===== src/rtl/muldiv_pkg.sv =====
// Shared definitions for the iterative multiply/divide unit.
// Latency: n/a (types and constants only).
// Backpressure: n/a.
package muldiv_pkg;

    localparam int MD_DEFAULT_WIDTH = 32;

    localparam logic [2:0] OP_MULT  = 3'b000;
    localparam logic [2:0] OP_MULTU = 3'b001;
    localparam logic [2:0] OP_DIV   = 3'b010;
    localparam logic [2:0] OP_DIVU  = 3'b011;
    localparam logic [2:0] OP_MTHI  = 3'b100;
    localparam logic [2:0] OP_MTLO  = 3'b101;

    typedef enum logic [1:0] {
        S_IDLE = 2'd0,
        S_MUL  = 2'd1,
        S_DIV  = 2'd2,
        S_FIX  = 2'd3
    } state_t;

endpackage


===== src/rtl/muldiv_div_step.sv =====
// One restoring shift-subtract divide step on unsigned magnitudes.
// Latency: combinational; the owning FSM registers the result once per cycle.
// Backpressure: none, pure function of its inputs.
module muldiv_div_step
    import muldiv_pkg::*;
#(
    parameter int WIDTH = MD_DEFAULT_WIDTH
) (
    input  logic [WIDTH:0]   i_rem,
    input  logic [WIDTH-1:0] i_quot,
    input  logic [WIDTH-1:0] i_dvs,
    output logic [WIDTH:0]   o_rem,
    output logic [WIDTH-1:0] o_quot
);

    // Partial remainder shifted left with the next dividend bit brought in.
    logic [WIDTH+1:0] w_shift;
    logic [WIDTH+1:0] w_diff;
    logic             w_neg;

    assign w_shift = {i_rem, i_quot[WIDTH-1]};
    assign w_diff  = w_shift - {2'b00, i_dvs};
    assign w_neg   = w_diff[WIDTH+1];

    // Restore on borrow, otherwise keep the difference; quotient bit is the inverted borrow.
    always_comb begin
        o_rem  = w_neg ? w_shift[WIDTH:0] : w_diff[WIDTH:0];
        o_quot = {i_quot[WIDTH-2:0], ~w_neg};
    end

endmodule


===== src/rtl/muldiv_unit.sv =====
// Iterative MULT/MULTU/DIV/DIVU/MTHI/MTLO unit owning the architectural HI/LO registers.
// Latency: MT writes at acceptance edge; MUL Done at cycle MUL_STAGES+1; DIV Done at WIDTH+2; div-by-zero Done at 2.
// Backpressure: Busy high while working; StartE during Busy is dropped, Cancel aborts without writing HI/LO.
module muldiv_unit
    import muldiv_pkg::*;
#(
    parameter int WIDTH      = MD_DEFAULT_WIDTH,
    parameter int MUL_STAGES = 2
) (
    input  logic             clk,
    input  logic             rst,
    input  logic             StartE,
    input  logic [2:0]       OpE,
    input  logic [WIDTH-1:0] SrcAE,
    input  logic [WIDTH-1:0] SrcBE,
    input  logic             Cancel,
    output logic             Busy,
    output logic             Done,
    output logic             DivZero,
    output logic [WIDTH-1:0] HI,
    output logic [WIDTH-1:0] LO
);

    localparam int CW = $clog2(WIDTH + 1);
    localparam int PW = 2 * WIDTH;

    state_t           r_state;
    state_t           w_next;
    logic [CW-1:0]    r_cnt;
    logic [PW-1:0]    r_prod [MUL_STAGES];
    logic [WIDTH:0]   r_rem;
    logic [WIDTH-1:0] r_quot;
    logic [WIDTH-1:0] r_dvs;
    logic             r_neg_q;
    logic             r_neg_r;
    logic             r_dz;
    logic             r_done;
    logic             r_divzero;
    logic [WIDTH-1:0] r_hi;
    logic [WIDTH-1:0] r_lo;

    logic             w_accept;
    logic             w_is_mul;
    logic             w_is_div;
    logic             w_b_zero;
    logic             w_sgn_mul;
    logic             w_sgn_div;
    logic [PW-1:0]    w_a_ext;
    logic [PW-1:0]    w_b_ext;
    logic [PW-1:0]    w_prod;
    logic [WIDTH-1:0] w_a_mag;
    logic [WIDTH-1:0] w_b_mag;
    logic [WIDTH:0]   w_rem_nxt;
    logic [WIDTH-1:0] w_quot_nxt;
    logic             w_mul_done;
    logic             w_fix_done;

    assign w_accept  = StartE && !Cancel && (r_state == S_IDLE);
    assign w_is_mul  = (OpE == OP_MULT) || (OpE == OP_MULTU);
    assign w_is_div  = (OpE == OP_DIV)  || (OpE == OP_DIVU);
    assign w_b_zero  = (SrcBE == '0);
    assign w_sgn_mul = (OpE == OP_MULT);
    assign w_sgn_div = (OpE == OP_DIV);

    // Sign-extending to 2*WIDTH lets one unsigned multiplier serve both MULT and MULTU.
    assign w_a_ext = {{WIDTH{w_sgn_mul & SrcAE[WIDTH-1]}}, SrcAE};
    assign w_b_ext = {{WIDTH{w_sgn_mul & SrcBE[WIDTH-1]}}, SrcBE};
    assign w_prod  = w_a_ext * w_b_ext;

    // MIN negates to itself, which is exactly its unsigned magnitude.
    assign w_a_mag = (w_sgn_div && SrcAE[WIDTH-1]) ? -SrcAE : SrcAE;
    assign w_b_mag = (w_sgn_div && SrcBE[WIDTH-1]) ? -SrcBE : SrcBE;

    muldiv_div_step #(
        .WIDTH (WIDTH)
    ) u_step (
        .i_rem  (r_rem),
        .i_quot (r_quot),
        .i_dvs  (r_dvs),
        .o_rem  (w_rem_nxt),
        .o_quot (w_quot_nxt)
    );

    // State register; reset wins over everything.
    always_ff @(posedge clk) begin
        if (rst) r_state <= S_IDLE;
        else     r_state <= w_next;
    end

    // Next-state logic; Cancel returns any working state to IDLE.
    always_comb begin
        w_next = r_state;
        case (r_state)
            S_IDLE: begin
                if (w_accept) begin
                    if (w_is_mul)      w_next = S_MUL;
                    else if (w_is_div) w_next = w_b_zero ? S_FIX : S_DIV;
                end
            end
            S_MUL:   w_next = (Cancel || r_cnt == '0) ? S_IDLE : S_MUL;
            S_DIV:   w_next = Cancel ? S_IDLE : ((r_cnt == '0) ? S_FIX : S_DIV);
            S_FIX:   w_next = S_IDLE;
            default: w_next = S_IDLE;
        endcase
    end

    // Outputs decoded from state: Busy plus the result-commit strobes.
    always_comb begin
        Busy       = (r_state != S_IDLE);
        w_mul_done = (r_state == S_MUL) && (r_cnt == '0) && !Cancel;
        w_fix_done = (r_state == S_FIX) && !Cancel;
    end

    // Datapath: operand capture, multiply delay line, divide iteration and HI/LO commit.
    always_ff @(posedge clk) begin
        if (rst) begin
            r_cnt     <= '0;
            r_rem     <= '0;
            r_quot    <= '0;
            r_dvs     <= '0;
            r_neg_q   <= 1'b0;
            r_neg_r   <= 1'b0;
            r_dz      <= 1'b0;
            r_done    <= 1'b0;
            r_divzero <= 1'b0;
            r_hi      <= '0;
            r_lo      <= '0;
            for (int i = 0; i < MUL_STAGES; i++) r_prod[i] <= '0;
        end else begin
            r_done    <= w_mul_done || w_fix_done;
            r_divzero <= w_fix_done && r_dz;

            // Product travels one stage per cycle; the last stage is ready when the counter hits 0.
            for (int i = 1; i < MUL_STAGES; i++) r_prod[i] <= r_prod[i-1];

            if (w_accept) begin
                if (OpE == OP_MTHI) r_hi <= SrcAE;
                if (OpE == OP_MTLO) r_lo <= SrcAE;
                if (w_is_mul) begin
                    r_prod[0] <= w_prod;
                    r_cnt     <= CW'(MUL_STAGES - 1);
                end
                if (w_is_div) begin
                    r_rem   <= '0;
                    r_quot  <= w_a_mag;
                    r_dvs   <= w_b_mag;
                    r_neg_q <= w_sgn_div && (SrcAE[WIDTH-1] ^ SrcBE[WIDTH-1]);
                    r_neg_r <= w_sgn_div && SrcAE[WIDTH-1];
                    r_dz    <= w_b_zero;
                    r_cnt   <= CW'(WIDTH - 1);
                end
            end

            if (r_state == S_MUL && r_cnt != '0) r_cnt <= r_cnt - CW'(1);

            if (r_state == S_DIV) begin
                r_rem  <= w_rem_nxt;
                r_quot <= w_quot_nxt;
                if (r_cnt != '0) r_cnt <= r_cnt - CW'(1);
            end

            if (w_mul_done) {r_hi, r_lo} <= r_prod[MUL_STAGES-1];

            // Sign fix-up on the magnitudes: quotient toward zero, remainder follows dividend.
            if (w_fix_done && !r_dz) begin
                r_lo <= r_neg_q ? -r_quot : r_quot;
                r_hi <= r_neg_r ? -r_rem[WIDTH-1:0] : r_rem[WIDTH-1:0];
            end
        end
    end

    assign Done    = r_done;
    assign DivZero = r_divzero;
    assign HI      = r_hi;
    assign LO      = r_lo;

endmodule


===== config.mk =====
export PLATFORM = sky130hd
export DESIGN_NAME = muldiv_unit
export DESIGN_NICKNAME = d
export VERILOG_FILES = /design/src/rtl/muldiv_pkg.sv /design/src/rtl/muldiv_div_step.sv /design/src/rtl/muldiv_unit.sv
export SDC_FILE = /design/constraint.sdc
export NUM_CORES = 2
export LEC_CHECK = 0
export BUFFER_PORTS_ARGS = -buffer_cell sky130_fd_sc_hd__buf_2
export CORE_MARGIN = 2
export CORE_UTILIZATION = 40
export CTS_BUF_LIST = sky130_fd_sc_hd__clkbuf_4
export CTS_CLUSTER_SIZE = 10
export DETAILED_ROUTE_END_ITERATION = 8
export GPL_TIMING_DRIVEN = 0
export PLACE_DENSITY = 0.55
export SLEW_MARGIN = 20
export SYNTH_ARGS = -nofsm -noshare
export SYNTH_HDL_FRONTEND = slang
export SYNTH_SLANG_ARGS = --single-unit

===== constraint.sdc =====
create_clock -name clk -period 16.2 [get_ports clk]
set_input_delay 1.62 -clock clk [delete_from_list [all_inputs] [get_ports clk]]
set_output_delay 1.62 -clock clk [all_outputs]
set_load 0.01 [all_outputs]

# After elaboration in Yosys (flattened, before gate mapping)
# Memory sizes are Yosys's and may differ from the RTL's.
# Cells that the tools add are included.
# word_totals
ramBits	128
reg_bits	174
out_inout_bits	67
n_memories	1
# classes
reduce_logical	33
n_addsub	6
n_mul	1
n_eq_ne	10
bitwise	6
muxes	42
# mem_list
memory	words	width	read_ports	rd_clocked_by_memory_dff	write_ports	line	text
r_prod	2	64	2	0	2	muldiv_unit.sv:30	logic [PW-1:0] r_prod [MUL_STAGES];
# ops
operator	count
$mux 32	15
$mux 33	4
$mux 64	2
$neg 32->32	4
$mul 33x33->64	1
$mux 6	6
$sub 34x32->34	1
$logic_not 32->1	1
$logic_and 1x1->1	11
$mux 1	10
$reduce_and 2->1	5
$reduce_bool 3->1	3
$mux 2	4
$pmux 2 s4	1
$eq 3x2->1 const B	2
$eq 3x3->1 const B	2
$logic_not 6->1	1
$reduce_bool 2->1	3
$reduce_bool 6->1	1
$sub 6x1->6 const B	1
$eq 2x2->1 const B	2
$logic_or 1x1->1	4
$eq 3x1->1 const B	1
$logic_not 3->1	1
9 further kinds	12

# Logic depth before layout (Yosys ltp)
# depth
word_depth	8
depth_mapped	31
mapped_depth_nobuf	29

# Cells and area by module
# A second synthesis with hierarchy kept.
# unflattened
cells_unflattened	6198
area_unflattened_um2	55127.9
# modules_own_cells
mod	area_per_inst_um2	cells_per_inst	seq_area_each_um2	n_inst
muldiv_unit	52562.9	5845	7327.0	1
muldiv_div_step	2565.0	353	0.0	1

# Least setup slack after synthesis
# OpenSTA, ideal clock, no wires.
# synth_timing
path_kind	input-to-reg
from	input port OpE[2]
to	memory r_prod[0][60] (netlist bit) (data pin)
setup_slack_ns	6.489
n_path_buf	1
path_stages	25
arrival_time_ns	9.451
t_required_ns	15.940
path_cell_list	nor3_1 -> and2_1 -> clkbuf_1 -> nand2_1 -> inv_1 -> fa_1 -> inv_1 -> fa_1 -> inv_1 -> fa_1 -> fa_1 -> inv_1 -> fa_1 -> fa_1 -> fa_1 -> fa_1 -> inv_1 -> ha_1 -> nand4_1 -> or4_1 -> or3_1 -> o21ai_1 -> a21o_1 -> o32a_1 -> mux2_2
# synth_rtl
element	line	text
start, declared	muldiv_unit.sv:13	input logic [2:0] OpE,
end, declared	muldiv_unit.sv:30	

==> results by group <==
Run status
  – Outcome: complete, no violations

Clock network
  – Root Buffer: clkbuf_4
  – Post-CTS setup buffers: 0
  – H-tree Lvls: 3
  – Hold_buf cts: 0
  – Cts bufs inserted: 78
  – Reg clk slew, reported paths: 0.07 ns
  – Max Root-Sink Buffers: 3
  – CTS tree: built
  – Clk sinks: 302
  – Cts repair resizes: 0
  – Clk Latency, worst-skew pair: 0.80 ns

Layout
  – Non-Filler Instances: 8,157
  – Area grow syn2layout: 7.81%
  – Fill count: 13,693
  – Final #Nets: 7,750
  – Share of cells above drive strength 1: 0.0460
  – Final Util: 0.434

Placement
  – GPL Wtd Cong: 0.999
  – Number of port buffers: 94
  – DPL Wire Length: 181,000 um
  – Worst slack at placement: 3.90 ns
  – Dpl cells: 8,004

STA
  – Unrepaired setup endpoints after global routing: no
  – Min Tclk post-route: 11.67 ns
  – Final hold vios: 0
  – Number of setup violations in the final report: 0
  – Max-slew violation count: 0
  – Slew Limit Headroom: 0.144
  – Post-route setup TNS: 0 ns
  – Layout Skew: 0.0726 ns
  – Worst-Margin Slew: 1.28 ns
  – Period Utilization, post-route: 0.720
  – PnR worst setup slack: 4.53 ns
  – F_max: 85.7 MHz

Yosys
  – Synth cell types: 71
  – Cells after Synth: 6,058
  – Yosys warns: 0
  – Register area share after synthesis: 0.135
  – Async set-reset flop share out of synthesis: 0
  – Yosys top cell area share: 0.414
  – Most used DFF post-synth: dfxtp_1
  – Synthesized cell area: 54,400 um2
  – Number of synthesized flops with an enable pin: 128
  – Synth area leaders: fa_1 41%, inv_1 8.0%, edfxtp_1 7.1%
  – Average cell area after synthesis: 8.98 um2
  – Synth area leader: fa_1
  – Seq cells post-synth: 302

GRT
  – First-pass GRT wire length: 313,000 um
  – Pin count of the biggest net entering global routing: 57
  – Vias in the first global route: 44,636
  – Initial antenna violation count: 33
  – Overall routing resource usage: 0.311
  – Total grt overflow: 0

Floorplanning
  – Die Area: 139,000 um2
  – Std-Cell Rows: 135
  – Initial Util: 0.403
  – DIE WIDTH: 373 um
  – Io pins: 138
  – Placeable Area: 135,000 um2
  – Die Y: 373 um

Critical path
  – Max stage delay on crit path: 0.91 ns
  – CP Buf/Inv Count: 8
  – Top cell family by delay on the critical path: adder cells
  – CP required: 16.73 ns
  – CP Launch Type: input pin
  – CP dominant cell by count: fa_1
  – CP Class: input pin to flip-flop
  – Worst setup EP type: flip-flop
  – WP data arrival: 12.20 ns
  – Slowest cell on crit path: o41ai_1
  – CP Max Fanout: 10

Drt
  – Avg WL per Cell: 26.5 um
  – Antenna viol nets, final: 0
  – DR pass1 iterations: 6
  – DRT Wirelength: 216,000 um
  – Routed vias/inst: 5.42
  – Via Count: 44,210
  – Residual DRC: 0
  – Iteration-0 DRC Markers: 4,317

Min path
  – Min-delay worst type: flip-flop to flip-flop

Run
  – Maxcap violations: 0
cell families after synthesis:
group / share of synthesized area
AND/OR/NAND/NOR: 0.159
buffers and inverters: 0.107
adder cells (fa/ha/maj): 0.472
AO/OA/AOI/OAI: 0.0851
flip-flops: 0.135
XOR/XNOR: 0.0349
multiplexers: 0.00672
other: 0.0000689
placed cells by master (no fill, tap or decap), types with 17 or more instances in the layout:
master,instances
buf_2,102
and3_1,30
a221oi_1,17
nor2b_1,84
a211oi_1,116
edfxtp_1,128
nor3_1,52
nand3_1,19
mux2i_1,32
clkbuf_2,22
a31oi_1,20
o21a_1,25
a21oi_1,206
fa_1,1125
inv_1,1165
dfxtp_1,174
conb_1,64
xnor2_1,125
a22oi_1,22
clkbuf_4,120
nand2b_1,17
nand2_1,916
o31ai_1,37
buf_1,62
ha_1,250
or3_1,23
and2_1,352
a311oi_1,20
clkbuf_1,298
nor2_1,280
o21ai_0,119
xor2_1,90
a21o_1,35
flip-flops by register name, summed over array words and instances (netlist names):
signal / count
DivZero: 1
Done: 1
HI: 32
LO: 32
r_cnt: 6
r_dvs: 32
r_dz: 1
r_neg_q: 1
r_neg_r: 1
r_prod: 128
r_quot: 32
r_rem: 33
r_state: 2
cells in the mapped netlist, drive strengths merged (7+ instances only):
| library cell | number |
|---|---|
| inv | 1165 |
| fa | 1126 |
| nand2 | 916 |
| and2 | 352 |
| clkbuf | 320 |
| nor2 | 280 |
| ha | 250 |
| a21oi | 206 |
| dfxtp | 174 |
| edfxtp | 128 |
| xnor2 | 125 |
| o21ai | 122 |
| a211oi | 117 |
| xor2 | 91 |
| nor2b | 84 |
| buf | 70 |
| nor3 | 52 |
| o31ai | 37 |
| a21o | 35 |
| mux2i | 32 |
| and3 | 30 |
| o21a | 25 |
| or3 | 23 |
| a22oi | 22 |
| a311oi | 20 |
| a31oi | 20 |
| nand2b | 19 |
| nand3 | 19 |
| o41ai | 18 |
| or4 | 18 |
| a221oi | 17 |
| nand4 | 16 |
| or2 | 15 |
| nor4 | 13 |
| o21bai | 13 |
| o211ai | 9 |
| a211o | 8 |
| a21boi | 7 |
area by class of cell:
class	count	area, um2	area share
clock inverter	20	138	0.00235
multi-input combinational	4264	41500	0.707
inverter	1165	4370	0.0746
tap	1781	2230	0.0380
clock buffer	120	901	0.0154
buffer	390	1500	0.0256
timing repair buffer	102	663	0.0113
antenna	13	32.5	0.000555
sequential	302	7330	0.125
worst reg2reg max path, cell delays in order (launching register included):
cell	delay (ns)
dfxtp_1	0.50
ha_1	0.29
nor2b_1	0.15
o31ai_1	0.52
a311oi_1	0.32
o211a_1	0.33
nor2_1	0.28
o21ai_1	0.17
nand2b_1	0.21
xor2_2	0.50
buf_2	0.46
mux2i_1	0.25
o21ai_0	0.11
per-layer routing:
metal	track usage	wire, um	up-vias
met2	0.489	96500	2086
met3	0.0476	18500	394
met1	0.425	89400	22702
met4	0.144	11600	16
li1	-	-	19012
met5	0	98	-
through the flow:
stage	instance area [um2]	hold WS [ns]
2_1_floorplan	54600	0.436
3_3_place_gp	57300	0.437
3_5_place_dp	57600	0.445
4_1_cts	58600	0.455
5_1_grt	58600	0.478
6_report	58600	0.452
path summary, 6_finish.rpt:
kind                               from                           to  slack [ns]  cells past startpoint
hold reg to reg     HI[17]$_SDFFE_PP0P_          HI[17]$_SDFFE_PP0P_        0.45                      2
hold / removal      HI[17]$_SDFFE_PP0P_          HI[17]$_SDFFE_PP0P_        0.45                      2
setup / recovery                 OpE[0]  r_prod[0][62]$_SDFFCE_PN0P_        4.53                     30
setup reg to reg  r_rem[0]$_SDFFE_PP0P_       r_rem[13]$_SDFFE_PP0P_       11.97                     12
Power is left out: the tool's default activity adds up to more than one toggle a clock period on the data nets, which glitch-free logic cannot reach.
